File: src/rtl/ddr_tx_sequencer.sv
// ddr_tx_sequencer: turns a valid/ready word stream into per-cycle (d1, d2)
// bit pairs for one oddr lane. It can insert a training pattern at word
// boundaries and drives IDLE_VAL when nothing is queued.
module ddr_tx_sequencer #(
    parameter int                 WIDTH      = 8,
    parameter bit                 MSB_FIRST  = 1'b1,
    parameter logic               IDLE_VAL   = 1'b0,
    parameter logic [WIDTH-1:0]   TRAIN_WORD = 8'h0F,
    parameter int                 TRAIN_REPS = 4
) (
    input  logic             clk,
    input  logic             rst,
    input  logic [WIDTH-1:0] s_data,
    input  logic             s_valid,
    output logic             s_ready,
    input  logic             train_req,
    output logic             train_busy,
    output logic             d1,
    output logic             d2,
    output logic             word_start,
    output logic             active
);

    localparam int HALF = WIDTH / 2;
    localparam int BW   = (HALF > 1) ? $clog2(HALF) : 1;
    localparam int RW   = (TRAIN_REPS > 1) ? $clog2(TRAIN_REPS) : 1;

    typedef enum logic [1:0] {IDLE, DATA, TRAIN} state_t;

    state_t           state, state_nx;
    logic [BW-1:0]    beat_cnt, beat_nx;
    logic [RW-1:0]    rep_cnt, rep_nx;
    logic [WIDTH-1:0] sr, sr_nx;
    logic             pending, pending_nx;
    logic             d1_nx, d2_nx, ws_nx, act_nx;
    logic             boundary, train_more, req_new, pend_eff;

    // Pair that goes on the wire first for a given word.
    function automatic logic [1:0] first_pair(input logic [WIDTH-1:0] w);
        if (MSB_FIRST) return {w[WIDTH-1], w[WIDTH-2]};
        else           return {w[0], w[1]};
    endfunction

    // Drop the pair just sent, moving the next pair into the send position.
    function automatic logic [WIDTH-1:0] advance(input logic [WIDTH-1:0] w);
        if (MSB_FIRST) return w << 2;
        else           return w >> 2;
    endfunction

    // Handshake and status decode. A fresh train_req counts as pending in the
    // same cycle so a request landing on a boundary blocks the data transfer.
    always_comb begin
        boundary   = (state == IDLE) || (beat_cnt == BW'(HALF - 1));
        train_more = (state == TRAIN) && (rep_cnt < RW'(TRAIN_REPS - 1));
        train_busy = pending || (state == TRAIN);
        req_new    = train_req && !train_busy;
        pend_eff   = pending || req_new;
        s_ready    = boundary && !pend_eff && !train_more && !rst;
    end

    // Next-state, shift register and output pair selection.
    always_comb begin
        state_nx   = state;
        beat_nx    = beat_cnt;
        rep_nx     = rep_cnt;
        sr_nx      = sr;
        pending_nx = pending || req_new;
        d1_nx      = IDLE_VAL;
        d2_nx      = IDLE_VAL;
        ws_nx      = 1'b0;
        act_nx     = 1'b0;
        if (!boundary) begin
            // mid-word: emit the next pair
            beat_nx        = beat_cnt + BW'(1);
            {d1_nx, d2_nx} = first_pair(sr);
            sr_nx          = advance(sr);
            act_nx         = 1'b1;
        end else if (train_more || pend_eff) begin
            // start training or its next repetition
            state_nx       = TRAIN;
            rep_nx         = train_more ? rep_cnt + RW'(1) : '0;
            pending_nx     = train_more ? pending_nx : 1'b0;
            beat_nx        = '0;
            {d1_nx, d2_nx} = first_pair(TRAIN_WORD);
            sr_nx          = advance(TRAIN_WORD);
            ws_nx          = 1'b1;
            act_nx         = 1'b1;
        end else if (s_valid && s_ready) begin
            state_nx       = DATA;
            rep_nx         = '0;
            beat_nx        = '0;
            {d1_nx, d2_nx} = first_pair(s_data);
            sr_nx          = advance(s_data);
            ws_nx          = 1'b1;
            act_nx         = 1'b1;
        end else begin
            state_nx = IDLE;
            rep_nx   = '0;
            beat_nx  = '0;
        end
    end

    // State and output registers; reset discards any word in flight.
    always_ff @(posedge clk) begin
        if (rst) begin
            state      <= IDLE;
            beat_cnt   <= '0;
            rep_cnt    <= '0;
            sr         <= '0;
            pending    <= 1'b0;
            d1         <= IDLE_VAL;
            d2         <= IDLE_VAL;
            word_start <= 1'b0;
            active     <= 1'b0;
        end else begin
            state      <= state_nx;
            beat_cnt   <= beat_nx;
            rep_cnt    <= rep_nx;
            sr         <= sr_nx;
            pending    <= pending_nx;
            d1         <= d1_nx;
            d2         <= d2_nx;
            word_start <= ws_nx;
            active     <= act_nx;
        end
    end

endmodule

File: config.mk
export PLATFORM = sky130hd
export DESIGN_NAME = ddr_tx_sequencer
export DESIGN_NICKNAME = d
export VERILOG_FILES = /design/src/rtl/ddr_tx_sequencer.sv
export SDC_FILE = /design/constraint.sdc
export NUM_CORES = 1
export LEC_CHECK = 0
export BUFFER_PORTS_ARGS = -buffer_cell sky130_fd_sc_hd__buf_4
export CORE_MARGIN = 2
export CORE_UTILIZATION = 53
export CTS_CLUSTER_DIAMETER = 120
export DETAILED_ROUTE_END_ITERATION = 8
export GPL_TIMING_DRIVEN = 0
export PLACE_DENSITY = 0.83
export SETUP_SLACK_MARGIN = 0.1
export SYNTH_ARGS = -nofsm -noshare
export SYNTH_HDL_FRONTEND = slang
export SYNTH_SLANG_ARGS = --single-unit
File: constraint.sdc
create_clock -name clk -period 4.7 [get_ports clk]
set_input_delay 0.235 -clock clk [delete_from_list [all_inputs] [get_ports clk]]
set_output_delay 0.235 -clock clk [all_outputs]
set_load 0.01 [all_outputs]
==> impl_metrics.csv <==
group,metric,value,unit
pwr,p_leak,0.390,nW
global_routing,grt_use_total,0.216,
placed_design,placed_cells,115,
synthesis,synth_cells,83,
route,postRouteWirelength,1.68,mm
placed_design,gp_congestion,0.778,
placed_design,hpwl,1.23,mm
finish,synthToLayoutAreaGrowth,22.1,%
sta,skew,6.71,ps
finish,drive_gt1_frac,0.288,
route,drc,0,
placed_design,dpl_cell_area,932,sq um
pwr,p_per_area,473,nW/um^2
sta,period_needed,1990,ps
route,via_per_inst,5.89,
clock_network,htree_num_levels,1,
sta,fmax,503,MHz
setup_path,path_max_fanout,5,
synthesis,syn_area,786,sq um
synthesis,avgSynthCellArea,9.47,sq um
finish,fin_area,960,sq um
clock_network,cts_resized,0,
setup_path,cp_data_arrival_time,1750,ps
status,outcome,"complete, no violations",
setup_path,crit_type,"flop to output pin",
synthesis,synth_cell_types,30,
placed_design,io_buffers,17,
pwr,vdd_drop_max,0.000272,V
synthesis,ys_ff_latch,17,
clock_network,post_cts_buffers,0,
floorplan,io_pins,18,
setup_path,crit_buf_inv,1,
floorplan,die_w,42.5,um
hold_path,holdCritPathClass,"input port to flop",
finish,n_antenna_cell,0,
setup_path,required,4470,ps
finish,nets,119,
synthesis,synthArstFlopShare,0,
setup_path,critPathCaptureType,"output pin",
sta,hold_viol,0,
global_routing,grt_max_degree,11,
finish,stdcell_count,119,
route,wire_per_inst,14.1,um
synthesis,synth_most_common_cell,"dfxtp_1",
synthesis,synth-main-ff-cell,"dfxtp_1",
sta,relSlewSlack,0.473,
route,drt-initial-drc-count,16,
sta,tightest_slew,789,ps
clock_network,cts_root_buffer,"clkbuf_4",
clock_network,cts_buffers,3,
clock_network,cts.path.max_buffers,2,
sta,period_share,0.423,
sta,fin_setup_tns,0,ps
sta,grt_setup_unrepaired,"false",
synthesis,synth_top_area_share,0.433,
synthesis,synth-edff-count,0,
synthesis,yosys-top-cells-area,"dfxtp_1 (43%), a21oi_1 (5.7%), a221oi_1 (3.3%), ha_1 (3.2%), nor3_1 (3.2%)",
route,drtAntennaViolNets,0,
floorplan,die_y,42.5,um
route,num_vias,701,
setup_path,crit_slowest_cell,"nor3b_2",
setup_path,cp_top_family,"simple AND/OR/NAND/NOR gates",
floorplan,fp.dieArea,1810,sq um
clock_network,clk-insertion-delay-late,300,ps
pwr,power,0.454,mW
sta,setup_viol,0,
floorplan,core,1350,sq um
clock_network,cts_tree,"built",
synthesis,netlist_top_cells_count,"dfxtp_1 (17), a21oi_1 (9), nand2_1 (6), nor2_1 (6), nor3_1 (5)",
synthesis,ys_warn_count,0,
setup_path,crit_path_max_incr_delay,390,ps
setup_path,start_kind,"flop",
setup_path,worstPathCellList,"ha_1 -> nor3b_2 -> a211o_1 -> nor3_1 -> buf_4",
synthesis,seq_area_frac_synth,0.433,
route,drtPass1Iterations,4,
synthesis,yosysTopAreaCell,"dfxtp_1",
global_routing,grt_pass1_wl,2.91,mm
global_routing,grt_overflow,0,
global_routing,antenna_found_initial,0,
clock_network,cts.reportedPaths.clkPinSlew,100,ps
clock_network,hold_buffers,0,
synthesis,synth_nets,97,
flow_run,maxCapViolations,0,
floorplan,row_count,13,
global_routing,grt_pass1_vias,675,
clock_network,cts_sinks,17,
floorplan,initial_utilization,0.582,
sta,drv_slew,0,
==> registers in the layout, summed over array words and instances (netlist names) <==
name and count:
pending 1, d2 1, beat_cnt 2, d1 1
word_start 1, active 1, state 2, rep_cnt 2
sr 6
==> kinds of logic after synthesis <==
logic type      after synthesis  share of synthesized area
compound gates               27                      0.277
fa+ha+maj                     2                     0.0318
buf+inv                       4                     0.0223
flops                        17                      0.433
simple gates                 33                      0.236
==> layer usage <==
| metal | routed length, um | part of all wire | up-vias | track usage |
|---|---|---|---|---|
| li1 | - | - | 353 | - |
| met4 | 39 | 0.023 | 0 | 0.113 |
| met5 | 0 | 0 | - | 0 |
| met2 | 767 | 0.46 | 20 | 0.357 |
| met3 | 88 | 0.052 | 5 | 0.0302 |
| met1 | 785 | 0.47 | 323 | 0.269 |
==> worst paths after layout <==
path | from | endpoint | slack [ps] | depth (start not counted)
min reg2reg | beat_cnt[0] | beat_cnt[0] | 430 | 1
min | s_data[6] | d2 | 210 | 3
max | rep_cnt[0] | s_ready | 2710 | 5
max reg2reg | beat_cnt[0] | sr[6] | 2990 | 7
==> layout by cell type, fill, tap and decap left out, types with 2 or more instances in the layout <==
cell      synthesis  routed
a21oi_1           9       9
a221oi_1          3       3
buf_2             2       2
buf_4             0      17
clkbuf_1          2       2
clkbuf_4          0       3
dfxtp_1          17      17
ha_1              2       2
nand2_1           6       6
nand2b_1          3       3
nand3_1           3       3
nand3b_1          3       3
nand4_1           2       2
nor2_1            6       6
nor3_1            5       5
o211ai_1          2       2
o21bai_1          2       2
o31ai_1           2       2
==> worst reg2reg max path: cells and delay by family, from the launching register on <==
| kind | cells | cell delay [ps] |
|---|---|---|
| adder cells (fa/ha/maj) | 1 | 240 |
| AO/OA/AOI/OAI | 3 | 580 |
| buffers and inverters | 1 | 220 |
| AND/OR/NAND/NOR | 2 | 280 |
| flip-flops | 1 | 320 |
==> area by class of cell <==
cell class | count | area, sq um
Sequential cell | 17 | 340
Clock inverter | 1 | 5.00
Buffer | 4 | 17.5
Multi-Input combinational cell | 62 | 428
Fill cell | 118 | 390
Clock buffer | 3 | 22.5
Tap cell | 15 | 18.8
Timing Repair Buffer | 17 | 128
==> report_power, final <==
group / switching, mW / internal, mW
Clock: 0.0476 / 0.0317
Sequential: 0.0202 / 0.176
Combinational: 0.0985 / 0.0802
==> metrics by stage <==
step,setup slack (ps),util,hold slack (ps)
6_report,2710,0.711,208
5_1_grt,2610,0.711,216
4_1_cts,2720,0.711,212
3_5_place_dp,3010,0.690,416
3_3_place_gp,3030,0.690,412
2_1_floorplan,3160,-,359
(Power assumes the default switching activity.)
